--- src/rtl/life_pkg.sv ---
// Shared types and helpers for the life display sequencer.
// PULSE_ANIM_EN selects the animated step sequence in the top level.
package life_pkg;

    localparam int unsigned GRID_DIM = 16;
    localparam int unsigned MAP_BITS = 256;
    localparam int unsigned POS_W    = 8;
    localparam int unsigned RADIUS_W = 5;

    typedef enum logic [1:0] {
        ST_IDLE   = 2'd0,
        ST_SHRINK = 2'd1,
        ST_SWAP   = 2'd2,
        ST_GROW   = 2'd3
    } state_t;

    // Flat map bit index for a grid cell: y*16 + x.
    function automatic logic [POS_W-1:0] cell_index(input logic [3:0] x, input logic [3:0] y);
        return POS_W'(POS_W'(y) * POS_W'(GRID_DIM)) + POS_W'(x);
    endfunction

endpackage

--- src/rtl/life_frame_ticker.sv ---
// Counts frame_start pulses while enabled; ticks every FRAMES_PER_STEP pulses.
// Only instantiated when PULSE_ANIM_EN is defined.
module life_frame_ticker #(
    parameter int unsigned FRAMES_PER_STEP = 2
) (
    input  logic i_clk,
    input  logic i_rst,
    input  logic i_en,
    input  logic i_clr,
    input  logic i_frame_start,
    output logic o_tick_c
);

    localparam int unsigned CNT_W = $clog2(FRAMES_PER_STEP + 1);

    logic [CNT_W-1:0] r_frame_cnt;
    logic             w_last;

    assign w_last   = (r_frame_cnt == CNT_W'(FRAMES_PER_STEP - 1));
    assign o_tick_c = i_en & i_frame_start & w_last;

    // Clear wins over counting so every state entry starts from zero.
    always_ff @(posedge i_clk) begin
        if (i_rst || i_clr) begin
            r_frame_cnt <= '0;
        end else if (i_en && i_frame_start) begin
            r_frame_cnt <= w_last ? '0 : r_frame_cnt + CNT_W'(1);
        end
    end

endmodule

--- src/rtl/life_display_sequencer.sv ---
// Owns the displayed life map and circle radius; commits steps and edits on frame boundaries.
// Define PULSE_ANIM_EN for the shrink/swap/grow animation; otherwise steps swap directly.
module life_display_sequencer
    import life_pkg::*;
#(
    parameter int unsigned MAX_RADIUS      = 8,
    parameter int unsigned MIN_RADIUS      = 2,
    parameter int unsigned FRAMES_PER_STEP = 2
) (
    input  logic                i_clk,
    input  logic                i_rst,
    input  logic                i_frame_start,
    input  logic                i_step_req,
    input  logic [MAP_BITS-1:0] i_next_map,
    output logic                o_step_ack,
    input  logic                i_edit_req,
    input  logic [3:0]          i_x_cursor,
    input  logic [3:0]          i_y_cursor,
    output logic                o_edit_ack,
    output logic [MAP_BITS-1:0] o_map_out,
    output logic [RADIUS_W-1:0] o_radius,
    output logic                o_busy
);

    state_t              r_state;
    logic                r_busy;
    logic [MAP_BITS-1:0] r_map;
    logic [MAP_BITS-1:0] r_shadow;
    logic                r_step_ack;
    logic                r_edit_ack;
    logic                r_edit_pending;
    logic [POS_W-1:0]    r_edit_pos;
    logic                w_edit_apply;

    assign o_map_out  = r_map;
    assign o_step_ack = r_step_ack;
    assign o_edit_ack = r_edit_ack;
    assign o_busy     = r_busy;

    assign w_edit_apply = r_edit_pending && (r_state == ST_IDLE) && i_frame_start;

`ifdef PULSE_ANIM_EN
    logic [RADIUS_W-1:0] r_radius;
    logic                w_tick;
    logic                w_en;
    logic                w_clr;

    assign o_radius = r_radius;
    assign w_en     = (r_state == ST_SHRINK) || (r_state == ST_GROW);

    // Frame counter restarts on every state transition.
    always_comb begin
        w_clr = 1'b0;
        case (r_state)
            ST_IDLE:   w_clr = i_step_req;
            ST_SHRINK: w_clr = w_tick && (r_radius == RADIUS_W'(MIN_RADIUS + 1));
            ST_SWAP:   w_clr = i_frame_start;
            ST_GROW:   w_clr = w_tick && (r_radius == RADIUS_W'(MAX_RADIUS - 1));
            default:   w_clr = 1'b0;
        endcase
    end

    life_frame_ticker #(
        .FRAMES_PER_STEP(FRAMES_PER_STEP)
    ) u_ticker (
        .i_clk         (i_clk),
        .i_rst         (i_rst),
        .i_en          (w_en),
        .i_clr         (w_clr),
        .i_frame_start (i_frame_start),
        .o_tick_c      (w_tick)
    );
`else
    logic w_unused_params;

    assign o_radius        = RADIUS_W'(MAX_RADIUS);
    assign w_unused_params = ^{RADIUS_W'(MIN_RADIUS), RADIUS_W'(FRAMES_PER_STEP)};
`endif

    always_ff @(posedge i_clk) begin
        if (i_rst) begin
            r_state        <= ST_IDLE;
            r_busy         <= 1'b0;
            r_map          <= '0;
            r_shadow       <= '0;
            r_step_ack     <= 1'b0;
            r_edit_ack     <= 1'b0;
            r_edit_pending <= 1'b0;
            r_edit_pos     <= '0;
`ifdef PULSE_ANIM_EN
            r_radius       <= RADIUS_W'(MAX_RADIUS);
`endif
        end else begin
            r_step_ack <= 1'b0;
            r_edit_ack <= 1'b0;

            // A request arriving while one is pending (or being applied) is dropped.
            if (w_edit_apply) begin
                r_map[r_edit_pos] <= ~r_map[r_edit_pos];
                r_edit_ack        <= 1'b1;
                r_edit_pending    <= 1'b0;
            end else if (i_edit_req && !r_edit_pending) begin
                r_edit_pos     <= cell_index(i_x_cursor, i_y_cursor);
                r_edit_pending <= 1'b1;
            end

            case (r_state)
                ST_IDLE: begin
                    if (i_step_req) begin
                        r_shadow <= i_next_map;
                        r_busy   <= 1'b1;
`ifdef PULSE_ANIM_EN
                        r_state  <= ST_SHRINK;
`else
                        r_state  <= ST_SWAP;
`endif
                    end
                end
`ifdef PULSE_ANIM_EN
                ST_SHRINK: begin
                    if (w_tick) begin
                        r_radius <= r_radius - RADIUS_W'(1);
                        if (r_radius == RADIUS_W'(MIN_RADIUS + 1)) begin
                            r_state <= ST_SWAP;
                        end
                    end
                end
                ST_SWAP: begin
                    if (i_frame_start) begin
                        r_map   <= r_shadow;
                        r_state <= ST_GROW;
                    end
                end
                ST_GROW: begin
                    if (w_tick) begin
                        r_radius <= r_radius + RADIUS_W'(1);
                        if (r_radius == RADIUS_W'(MAX_RADIUS - 1)) begin
                            r_step_ack <= 1'b1;
                            r_busy     <= 1'b0;
                            r_state    <= ST_IDLE;
                        end
                    end
                end
`else
                ST_SWAP: begin
                    if (i_frame_start) begin
                        r_map      <= r_shadow;
                        r_step_ack <= 1'b1;
                        r_busy     <= 1'b0;
                        r_state    <= ST_IDLE;
                    end
                end
`endif
                default: begin
                    r_busy  <= 1'b0;
                    r_state <= ST_IDLE;
                end
            endcase
        end
    end

endmodule

--- config.mk ---
export PLATFORM = sky130hd
export DESIGN_NAME = life_display_sequencer
export DESIGN_NICKNAME = d
export VERILOG_FILES = /design/src/rtl/life_pkg.sv /design/src/rtl/life_frame_ticker.sv /design/src/rtl/life_display_sequencer.sv
export SDC_FILE = /design/constraint.sdc
export NUM_CORES = 2
export LEC_CHECK = 0
export ABC_CLOCK_PERIOD_IN_PS = 2340
export CORE_MARGIN = 4
export CORE_UTILIZATION = 35
export CTS_CLUSTER_DIAMETER = 50
export DETAILED_ROUTE_END_ITERATION = 12
export PLACE_DENSITY = 0.73
export SYNTH_ARGS = -nofsm -noshare
export SYNTH_HDL_FRONTEND = slang
export SYNTH_HIERARCHICAL = 1
export SYNTH_SLANG_ARGS = --single-unit
--- constraint.sdc ---
create_clock -name i_clk -period 2.34 [get_ports i_clk]
set_input_delay 0.234 -clock i_clk [delete_from_list [all_inputs] [get_ports i_clk]]
set_output_delay 0.234 -clock i_clk [all_outputs]
set_load 0.05 [all_outputs]
==> results_dict.tcl <==
set metrics [dict create \
    critPathKind "reg -> reg" \
    finalSetupViolCount 256 \
    layout-drive-gt1-share_pct 19.4 \
    p_sw_mw 6.59 \
    drtAntennaViolNets 0 \
    cellPowerDensity_nw_per_um2 634 \
    dieWidth_microns 272 \
    clkPwrFrac_pct 42.9 \
    ys_warn_count 6 \
    synth-seq-cells 524 \
    holdPathStages 3 \
    final_common_cell "nand2_1" \
    cts_tree "done" \
    nets 3938 \
    clk_path_buf_depth 3 \
    cp.required_ns 2.89 \
    dp.final_hpwl_microns 89900 \
    numPortBuffers 527 \
    slew_violations 0 \
    power.share.sequential_pct 40.9 \
    grtUsageTotal_pct 32.7 \
    routed_wl_microns 131000 \
    dpl_cell_area_sq_um 32400 \
    cts_buffers 58 \
    viasPerCell 6.17 \
    status "complete, but fails checks" \
    dieArea_sq_um 73800 \
    p_comb_share_pct 16.2 \
    setup_ws_ns -0.315 \
    clock_skew_ns 0.0311 \
    cp-end-kind "flip-flop" \
    finalSetupTns_ns -50.17 \
    syn-instance-count 3051 \
    violations "setup timing" \
    grt_pass1_vias 26300 \
    vdd.ir_drop.worst_uv 693 \
    maxSlewHeadroom_pct 16.0 \
    layout_common_cells "nand2_1, clkdlybuf4s50_1, dfxtp_1, a21oi_1, buf_4" \
    avgSynthCellArea_sq_um 7.97 \
    grt_overflow 0 \
    dp.cells 4469 \
    synth_edf_count 0 \
    rr_worst_depth 8 \
    worst_pin_slew_ns 1.25 \
    crit_path_max_fanout 9 \
    hold_violations 0 \
    min_period_ns 2.65 \
    regToRegSetupSlack_ns -0.31 \
    routedWlPerCell_microns 28.1 \
    timing.fmax_ghz 0.377 \
    period_share_pct 113 \
    rows 96 \
    h-tree-depth 2 \
    cap_violations 0 \
    grt_first_pass_wirelength_microns 182000 \
    rsz0062_at_grt "true" \
    clk_latency_ns 0.65 \
    ios 533 \
    min_path_type "in -> reg" \
    grt_max_degree 171 \
    ys_seq_area_share_pct 43.1 \
    start_kind "flip-flop" \
    n_fill_cell 6132 \
    stdcell_area_sq_um 36900 \
    arrival_ns 3.21 \
    synth_flop_cell "dfxtp_1" \
    initial_utilization_pct 35.4 \
    switching_share_pct 28.2 \
    clock-root-buffer "clkbuf_16" \
    fin_cells 4653 \
    ys_types 59 \
    min_from "i_next_map[124]" \
    die_h_microns 272 \
    place.gp.congestion 0.983 \
    antenna_found_initial 8 \
    first_iter_violations 4362 \
    r2r-start "r_edit_pos[0]" \
    async_flop_share_pct 0 \
    cts.sinks 524 \
    area_growth_pct 51.7 \
    p_leak_nw 12.5 \
    intPower_mw 16.8 \
    whs_endpoint "r_shadow[124]" \
    critPathLaunch "r_edit_pos[0]" \
    drc 0 \
    clk_pin_slew_ns 0.06 \
    core-area_sq_um 68700 \
    num_vias 28700 \
    dr.pass1.iters 9 \
    syn_area_sq_um 24300 \
]
cell usage after synthesis (3+ instances only):
master / count / area share (%)
a31oi_1: 171 / 4.4
buf_4: 11 / 0.34
nor2_1: 81 / 1.2
buf_2: 47 / 0.97
buf_6: 8 / 0.37
mux4_2: 42 / 3.9
nand2b_1: 10 / 0.26
a22o_1: 6 / 0.22
or3_1: 4 / 0.10
a211oi_1: 5 / 0.15
a22oi_1: 28 / 0.86
and4_1: 3 / 0.11
o211ai_1: 157 / 4.8
o21ai_0: 132 / 2.7
nand3_1: 132 / 2.7
mux2i_1: 62 / 2.6
a21oi_1: 308 / 6.3
a31o_2: 10 / 0.36
nand2_1: 801 / 12
a32o_1: 39 / 1.6
o221ai_1: 11 / 0.40
clkbuf_1: 239 / 3.7
dfxtp_1: 524 / 43
a311oi_1: 19 / 0.68
o311ai_0: 5 / 0.18
and2_0: 3 / 0.077
mux2_2: 5 / 0.23
o2bb2ai_1: 15 / 0.54
buf_1: 28 / 0.43
nor2b_1: 12 / 0.31
nor3_1: 26 / 0.53
nand4_1: 67 / 1.7
and2_1: 8 / 0.21
worst max-delay path, stage by stage, from the launching register on:
cell and delay [ns]:
dfxtp_4 0.42, buf_8 0.15, mux4_2 0.51, mux4_2 0.50, a221oi_4 0.37, buf_4 0.19, buf_12 0.14, nand3_2 0.08
a31oi_2 0.21
power groups by stage:
| stage | clock [mW] | sequential [mW] | combinational (mW) |
|---|---|---|---|
| 3_5_place_dp | 0 | 9.74 | 3.22 |
| 5_1_grt | 10.4 | 9.58 | 3.95 |
| 4_1_cts | 10.0 | 9.54 | 3.42 |
| 2_1_floorplan | 0 | 9.87 | 1.47 |
| 6_report | 10.0 | 9.56 | 3.79 |
| 3_3_place_gp | 0 | 9.73 | 3.20 |
worst max path at each step:
stage / end / slack (ns)
after CTS: flip-flop / -0.19
after global placement: flip-flop / -0.25
after global routing: flip-flop / -0.37
final: flip-flop / -0.31
after floorplan: flip-flop / -0.05
after detailed placement: flip-flop / -0.24
layer usage:
metal | wire (microns) | GRT usage (%) | vias to the layer above
met5 | 71 | 0 | -
met4 | 8420 | 16.8 | 10
met3 | 17600 | 11.9 | 523
met2 | 55300 | 48.0 | 2261
met1 | 49400 | 42.0 | 13700
li1 | - | - | 12200
kinds of logic after synthesis:
logic type	after synthesis	share of synthesized area, %
AO/OA/AOI/OAI	917	23.8
buffers and inverters	337	5.91
flip-flops	524	43.1
multiplexers	111	6.89
other	2	0.0309
AND/OR/NAND/NOR	1160	20.2
stage by stage:
stage | total power, mW | util [%] | hold WS, ns | setup WS, ns
floorplan | 11.3 | - | 0.370 | -0.0477
global placement | 12.9 | 47.2 | 0.443 | -0.246
detailed placement | 13.0 | 47.2 | 0.444 | -0.235
CTS | 23.0 | 51.6 | 0.117 | -0.192
global route | 23.9 | 53.7 | 0.145 | -0.369
finish | 23.4 | 53.7 | 0.136 | -0.315
timing repair:
item / CTS / global route
resized for setup: 68 / 198
pin swaps: 49 / 138
gates cloned: 16 / 17
setup buffers: 20 / 25
hold buffers: 1 / 0
endpoints found under the hold margin: 10 / 0
setup endpoints to repair: 256 / 257
layout make-up:
type	count	area, sq um	area share, %
sequential	524	10500	28.5
clock buffer	77	1660	4.51
inverter	3	11.3	0.0305
multi-input combinational	2194	13700	37.1
tap	931	1160	3.16
antenna	6	15.0	0.0407
clock inverter	30	424	1.15
timing repair buffer	888	9430	25.6
Note: power is estimated with default switching activity, not from simulation.
